## src/rtl/secuenciador_temp_teclado_if.sv

```systemverilog
// Bus between the PS/2 byte receiver, the entry sequencer and DecoTemps.
// master: byte source / output observer. slave: the sequencer itself.
interface secuenciador_temp_teclado_if;
  logic [7:0] rx_dato;
  logic       rx_listo;
  logic [7:0] DECENAS;
  logic [7:0] UNIDADES;
  logic       dato_valido;
  logic       captura;
  logic       error;
  logic [1:0] estado;

  modport master (
    output rx_dato, rx_listo,
    input  DECENAS, UNIDADES, dato_valido, captura, error, estado
  );

  modport slave (
    input  rx_dato, rx_listo,
    output DECENAS, UNIDADES, dato_valido, captura, error, estado
  );
endinterface

```

## src/rtl/secuenciador_temp_teclado.sv

```systemverilog
// Two-digit temperature entry sequencer: PS/2 scancodes in, committed
// tens/units scancodes plus commit strobe out to DecoTemps.
// Optional feature macro: ENTRY_TIMEOUT_EN (aborts an idle partial entry).
module secuenciador_temp_teclado #(
  parameter int unsigned TIMEOUT_CICLOS = 500_000_000,
  parameter int unsigned CNT_W          = 29,
  parameter logic [7:0]  SC_ENTER       = 8'h5A,
  parameter logic [7:0]  SC_BKSP        = 8'h66,
  parameter logic [7:0]  SC_ESC         = 8'h76
) (
  input logic                         CLK,
  input logic                         reset,
  secuenciador_temp_teclado_if.slave  bus
);

  localparam logic [7:0] SC_CERO  = 8'h45;
  localparam logic [7:0] SC_BREAK = 8'hF0;
  localparam logic [7:0] SC_EXT   = 8'hE0;

  typedef enum logic [1:0] {
    StDec     = 2'b00,
    StUni     = 2'b01,
    StEnter   = 2'b10,
    StIllegal = 2'b11
  } state_e;

  // Elaboration-time sanity check on the timeout counter sizing.
  if (64'(TIMEOUT_CICLOS) >= (64'd1 << CNT_W)) begin : g_cnt_w_check
    $error("CNT_W too small for TIMEOUT_CICLOS");
  end

  state_e     state_q, state_d;
  logic       brk_q, brk_d;
  logic       ext_q, ext_d;
  logic [7:0] pend_dec_q, pend_dec_d;
  logic [7:0] pend_uni_q, pend_uni_d;
  logic [7:0] dec_q, dec_d;
  logic [7:0] uni_q, uni_d;
  logic       valido_q, valido_d;
  logic       captura_q, captura_d;
  logic       error_q, error_d;

`ifdef ENTRY_TIMEOUT_EN
  localparam logic [CNT_W-1:0] TIMEOUT_LIM = CNT_W'(TIMEOUT_CICLOS - 1);
  logic [CNT_W-1:0] cnt_q, cnt_d;
`endif

  function automatic logic is_digit(input logic [7:0] b);
    case (b)
      8'h45, 8'h16, 8'h1E, 8'h26, 8'h25,
      8'h2E, 8'h36, 8'h3D, 8'h3E, 8'h46: is_digit = 1'b1;
      default:                           is_digit = 1'b0;
    endcase
  endfunction

  // State register: all sequential state, async active-low reset.
  always_ff @(posedge CLK or negedge reset) begin
    if (!reset) begin
      state_q    <= StDec;
      brk_q      <= 1'b0;
      ext_q      <= 1'b0;
      pend_dec_q <= SC_CERO;
      pend_uni_q <= SC_CERO;
      dec_q      <= SC_CERO;
      uni_q      <= SC_CERO;
      valido_q   <= 1'b0;
      captura_q  <= 1'b0;
      error_q    <= 1'b0;
`ifdef ENTRY_TIMEOUT_EN
      cnt_q      <= '0;
`endif
    end else begin
      state_q    <= state_d;
      brk_q      <= brk_d;
      ext_q      <= ext_d;
      pend_dec_q <= pend_dec_d;
      pend_uni_q <= pend_uni_d;
      dec_q      <= dec_d;
      uni_q      <= uni_d;
      valido_q   <= valido_d;
      captura_q  <= captura_d;
      error_q    <= error_d;
`ifdef ENTRY_TIMEOUT_EN
      cnt_q      <= cnt_d;
`endif
    end
  end

  // Next-state: byte filter, entry FSM and optional idle timeout.
  always_comb begin
    state_d    = state_q;
    brk_d      = brk_q;
    ext_d      = ext_q;
    pend_dec_d = pend_dec_q;
    pend_uni_d = pend_uni_q;
    dec_d      = dec_q;
    uni_d      = uni_q;
    valido_d   = valido_q;
    captura_d  = 1'b0;
    error_d    = 1'b0;

    if (state_q == StIllegal) begin
      state_d = StDec;
    end else if (bus.rx_listo) begin
      if (brk_q) begin
        // Key released: drop the make code that follows F0.
        brk_d = 1'b0;
        ext_d = 1'b0;
      end else if (bus.rx_dato == SC_BREAK) begin
        brk_d = 1'b1;
        ext_d = 1'b0;
      end else if (bus.rx_dato == SC_EXT) begin
        ext_d = 1'b1;
      end else if (ext_q) begin
        // Extended keys (arrows, keypad Enter...) are never valid input.
        ext_d = 1'b0;
      end else if (bus.rx_dato == SC_ESC) begin
        state_d    = StDec;
        pend_dec_d = SC_CERO;
        pend_uni_d = SC_CERO;
      end else begin
        case (state_q)
          StDec: begin
            if (is_digit(bus.rx_dato)) begin
              pend_dec_d = bus.rx_dato;
              state_d    = StUni;
            end else if (bus.rx_dato != SC_ENTER && bus.rx_dato != SC_BKSP) begin
              error_d = 1'b1;
            end
          end
          StUni: begin
            if (is_digit(bus.rx_dato)) begin
              pend_uni_d = bus.rx_dato;
              state_d    = StEnter;
            end else if (bus.rx_dato == SC_BKSP) begin
              state_d = StDec;
            end else begin
              error_d = 1'b1;
            end
          end
          StEnter: begin
            if (bus.rx_dato == SC_ENTER) begin
              dec_d     = pend_dec_q;
              uni_d     = pend_uni_q;
              valido_d  = 1'b1;
              captura_d = 1'b1;
              state_d   = StDec;
            end else if (bus.rx_dato == SC_BKSP) begin
              state_d = StUni;
            end else begin
              error_d = 1'b1;
            end
          end
          default: ;
        endcase
      end
    end

`ifdef ENTRY_TIMEOUT_EN
    // A strobe in the expiry cycle wins: the counter only runs when idle.
    cnt_d = '0;
    if (!bus.rx_listo && (state_q == StUni || state_q == StEnter)) begin
      if (cnt_q == TIMEOUT_LIM) begin
        state_d    = StDec;
        error_d    = 1'b1;
        pend_dec_d = SC_CERO;
        pend_uni_d = SC_CERO;
      end else begin
        cnt_d = cnt_q + CNT_W'(1);
      end
    end
`endif
  end

  // Outputs: straight from registers, glitch-free toward DecoTemps.
  always_comb begin
    bus.DECENAS     = dec_q;
    bus.UNIDADES    = uni_q;
    bus.dato_valido = valido_q;
    bus.captura     = captura_q;
    bus.error       = error_q;
    bus.estado      = state_q;
  end

endmodule
```

## src/flat_wrapper.sv

```systemverilog
// flat-port wrapper written by rule: the top's interface ports become plain ports
module secuenciador_temp_teclado_flat 
#(
  parameter int unsigned TIMEOUT_CICLOS = 500_000_000,
  parameter int unsigned CNT_W          = 29,
  parameter logic [7:0]  SC_ENTER       = 8'h5A,
  parameter logic [7:0]  SC_BKSP        = 8'h66,
  parameter logic [7:0]  SC_ESC         = 8'h76
)
  (CLK, reset, bus_rx_dato, bus_rx_listo, bus_DECENAS, bus_UNIDADES, bus_dato_valido, bus_captura, bus_error, bus_estado);
  secuenciador_temp_teclado_if bus_i ();
  input logic CLK;
  input logic reset;
  input wire logic [$bits(bus_i.rx_dato)-1:0] bus_rx_dato;
  input wire logic [$bits(bus_i.rx_listo)-1:0] bus_rx_listo;
  output wire logic [$bits(bus_i.DECENAS)-1:0] bus_DECENAS;
  output wire logic [$bits(bus_i.UNIDADES)-1:0] bus_UNIDADES;
  output wire logic [$bits(bus_i.dato_valido)-1:0] bus_dato_valido;
  output wire logic [$bits(bus_i.captura)-1:0] bus_captura;
  output wire logic [$bits(bus_i.error)-1:0] bus_error;
  output wire logic [$bits(bus_i.estado)-1:0] bus_estado;
  assign bus_i.rx_dato = bus_rx_dato;
  assign bus_i.rx_listo = bus_rx_listo;
  assign bus_DECENAS = bus_i.DECENAS;
  assign bus_UNIDADES = bus_i.UNIDADES;
  assign bus_dato_valido = bus_i.dato_valido;
  assign bus_captura = bus_i.captura;
  assign bus_error = bus_i.error;
  assign bus_estado = bus_i.estado;
  secuenciador_temp_teclado #(.TIMEOUT_CICLOS(TIMEOUT_CICLOS), .CNT_W(CNT_W), .SC_ENTER(SC_ENTER), .SC_BKSP(SC_BKSP), .SC_ESC(SC_ESC)) u_core (.CLK(CLK), .reset(reset), .bus(bus_i));
endmodule
```

## config.mk

```make
export PLATFORM = sky130hd
export DESIGN_NAME = secuenciador_temp_teclado_flat
export DESIGN_NICKNAME = d
export VERILOG_FILES = /design/src/rtl/secuenciador_temp_teclado_if.sv /design/src/rtl/secuenciador_temp_teclado.sv /design/src/flat_wrapper.sv
export SDC_FILE = /design/constraint.sdc
export NUM_CORES = 1
export LEC_CHECK = 0
export CAP_MARGIN = 10
export CORE_ASPECT_RATIO = 1.1
export CORE_MARGIN = 1
export CORE_UTILIZATION = 45
export DETAILED_ROUTE_END_ITERATION = 8
export PLACE_DENSITY = 0.71
export SLEW_MARGIN = 20
export SYNTH_ARGS = -nofsm -noshare
export SYNTH_HDL_FRONTEND = slang
export SYNTH_SLANG_ARGS = --single-unit
```

## constraint.sdc

```tcl
create_clock -name CLK -period 2.1 [get_ports CLK]
set_input_delay 0.42 -clock CLK [delete_from_list [all_inputs] [get_ports CLK]]
set_output_delay 0.42 -clock CLK [all_outputs]
set_load 0.02 [all_outputs]
```

==> results.sh <==
export IMPL_synth_nets=158
export IMPL_die_area_mm2=0.00442
export IMPL_drt_vias_per_instance=5.09
export IMPL_syn_avg_cell_area_um2=13.1
export IMPL_synth_seq_cells=39
export IMPL_synthesis_area_mm2=0.00187
export IMPL_htreeDepth=2
export IMPL_synth_xor_area_frac=0
export IMPL_postLayoutCellArea_mm2=0.00264
export IMPL_hold_viol=0
export IMPL_async_reset_ff_frac=1.00
export IMPL_clkLatencyLatePin_ns=0.29
export IMPL_dr_wl_met3_um=147
export IMPL_critPathKind="in -> reg"
export IMPL_outcome="finished clean"
export IMPL_hp_class="in -> async"
export IMPL_cts_buffers=5
export IMPL_antenna_found_initial=0
export IMPL_grt_max_degree=40
export IMPL_detailed_place_area_mm2=0.00242
export IMPL_placementRows=24
export IMPL_syn_to_final_growth_pct=41.3
export IMPL_hpwl_mm=2.75
export IMPL_worst_slack_ns=0.0578
export IMPL_grt_first_pass_wirelength_mm=6.75
export IMPL_rsz0062_at_grt="yes"
export IMPL_slew_limit_headroom=0.688
export IMPL_synth_largest_area_cell="dfrtp_1"
export IMPL_synth_ff_type="dfrtp_1"
export IMPL_drive_gt1_frac=0.477
export IMPL_antennaDiodeCount=0
export IMPL_synthAdderAreaFrac=0.0268
export IMPL_grt_pass1_vias=1433
export IMPL_clock_skew_ns=0.00523
export IMPL_cts_root_buf="clkbuf_8"
export IMPL_crit_path_end_kind="flip-flop"
export IMPL_drt_met1_wl_mm=1.66
export IMPL_synth_top_family_by_area="multiplexers"
export IMPL_synthMuxAreaShare=0.178
export IMPL_finalSetupViolCount=0
export IMPL_postCtsHoldBufs=0
export IMPL_yosys_top_cells_area="dfrtp_1, dfstp_2, mux2_2, mux2_4, ha_1"
export IMPL_ys_warn_count=0
export IMPL_die_height_um=69.6
export IMPL_portBuffers=31
export IMPL_clk_pin_slew_ns=0.08
export IMPL_finalCriticalPeriod_ns=2.04
export IMPL_p_leak_nw=1.24
export IMPL_p_per_area_mw_per_mm2=789
export IMPL_initial_core_util=0.472
export IMPL_yosysSeqAreaShare=0.530
export IMPL_gp_congestion=0.819
export IMPL_cts_sinks=39
export IMPL_fmax_ghz=0.490
export IMPL_synth_top_area_share=0.361
export IMPL_ys_types=47
export IMPL_cp_required_ns=2.28
export IMPL_drv_slew=0
export IMPL_nNetsFinal=228
export IMPL_start_kind="input port"
export IMPL_io_pins=32
export IMPL_cts_tree="yes"
export IMPL_synthSimpleGateAreaFrac=0.159
export IMPL_path_max_fanout=4
export IMPL_tightestPinTransition_ns=0.467
export IMPL_top_layer_used="met4"
export IMPL_syn_inst=143
export IMPL_ir_drop_uv=413
export IMPL_maxCapViolCount=0
export IMPL_grt_overflow=0
export IMPL_finalPower_mw=2.09
export IMPL_dr_pass1_iters=4
export IMPL_pre_cts_slack_ns=-0.500
export IMPL_totalWireLength_mm=3.97
export IMPL_worstPathArrival_ns=2.22
export IMPL_cts_path_max_buffers=2
export IMPL_met2_length_mm=1.99
export IMPL_fill_cells=311
export IMPL_drc=0
export IMPL_drt_antenna_violating_nets=0
export IMPL_die_w_um=63.5
export IMPL_fin_crit_sh=0.972
export IMPL_synth_compound_area_share=0.0669
export IMPL_routed_via_count=1354
export IMPL_drtIter0Drc=52
export IMPL_wire_per_inst_um=14.9
export IMPL_grt_usage=0.204
export IMPL_core_area_mm2=0.00396
export IMPL_synth_edf_count=0
## cells in the final DEF, fill, tap and decap left out, types with 2 or more instances in the layout
| master | Yosys | routed |
|---|---|---|
| clkdlybuf4s50_1 | 0 | 22 |
| dfrtp_1 | 27 | 25 |
| and3_1 | 2 | 2 |
| ha_1 | 4 | 3 |
| buf_4 | 0 | 30 |
| or2_2 | 3 | 3 |
| mux2_2 | 18 | 18 |
| nand3_1 | 3 | 3 |
| dlygate4sd2_1 | 0 | 6 |
| nand2_1 | 7 | 6 |
| buf_6 | 0 | 4 |
| nor2b_1 | 4 | 4 |
| a21oi_1 | 3 | 3 |
| mux2_4 | 8 | 8 |
| nor4b_1 | 2 | 2 |
| inv_1 | 7 | 7 |
| clkbuf_8 | 1 | 6 |
| dfstp_2 | 12 | 12 |
| dfrtp_2 | 0 | 2 |
| nand4b_1 | 2 | 2 |
| nor2_1 | 7 | 7 |
## metrics by stage
stage / hold slack [ns] / utilization / cells / TNS [ns]
finish: 0.163 / 0.667 / 266 / 0
global route: 0.198 / 0.667 / 266 / -0.143
CTS: 0.178 / 0.666 / 264 / 0
detailed placement: 0.477 / 0.610 / 249 / -13.97
global placement: 0.453 / 0.610 / 249 / -12.24
floorplan: 0.124 / - / 143 / -0.140
## state kept, by name, summed over array words and instances (netlist names)
register                flops
u_core.pend_dec_q           8
u_core.brk_q                1
u_core.bus.estado           2
u_core.pend_uni_q           8
u_core.ext_q                1
u_core.bus.UNIDADES         8
u_core.bus.captura          1
u_core.bus.DECENAS          8
u_core.bus.dato_valido      1
u_core.bus.error            1
## power breakdown
part / switching, mW / total, mW / internal [mW] / leakage [nW]
logic: 0.205 / 0.447 / 0.242 / 0.695
registers: 0.0740 / 0.993 / 0.919 / 0.486
clock network: 0.263 / 0.647 / 0.384 / 0.0612
total: 0.542 / 2.09 / 1.55 / 1.24
## logic make-up after synthesis
kind of cell | count (synthesis)
buf+inv | 12
flops | 39
mux | 27
compound gates | 17
fa+ha+maj | 4
simple gates | 44
## cells in the mapped netlist, drive strengths merged, types with 2 or more instances
master	instances
nor4	2
a21oi	3
nor3	2
dfrtp	27
mux2	26
and2	3
o21ai	2
ha	4
and4bb	2
nand2	7
nor2	7
nand4b	2
and3	4
buf	3
or2	3
dfstp	12
nor2b	4
nand3	3
nor4b	2
inv	8
## timing repair
action	in CTS	in global routing
setup buffers	5	3
setup endpoints to repair	31	27
gates resized for setup	15	4
cloned	2	0
pin swaps	8	5
## area by class of cell
type	count	area [µm²]	area share
inverters	8	30.0	0.0114
clock inverters	2	35.0	0.0133
flip-flops and latches	39	993	0.376
clock buffers	6	82.6	0.0312
well taps	52	65.1	0.0246
repair buffers	67	623	0.236
multi-input cells	92	815	0.308
## layer usage
layer / up-vias / global-route usage
met4: 0 / 0.134
met2: 37 / 0.331
met5: - / 0
li1: 642 / -
met3: 16 / 0.0461
met1: 659 / 0.240
## worst paths after layout
check / start / end / slack [ns] / cells after the start
worst max register to register: u_core.bus.estado[0] / u_core.bus.DECENAS[3] / 0.10 / 9
worst min register to register: u_core.bus.dato_valido / u_core.bus.dato_valido / 0.49 / 1
min in group CLK: u_core.bus.dato_valido / u_core.bus.dato_valido / 0.49 / 1
worst max-delay path: bus_rx_dato[5] / u_core.bus.DECENAS[3] / 0.06 / 9
max in group asynchronous: reset / u_core.bus.estado[1] / 1.58 / 2
worst min-delay path: reset / u_core.bus.captura / 0.16 / 2
## worst max-delay path, stage by stage
cell,delay [ns]
dlygate4sd2_1,0.25
and4bb_4,0.22
and3_4,0.16
nor4_4,0.24
inv_2,0.09
nor3_4,0.18
buf_6,0.12
bufbuf_16,0.25
mux2_4,0.29
(Power assumes the default switching activity.)
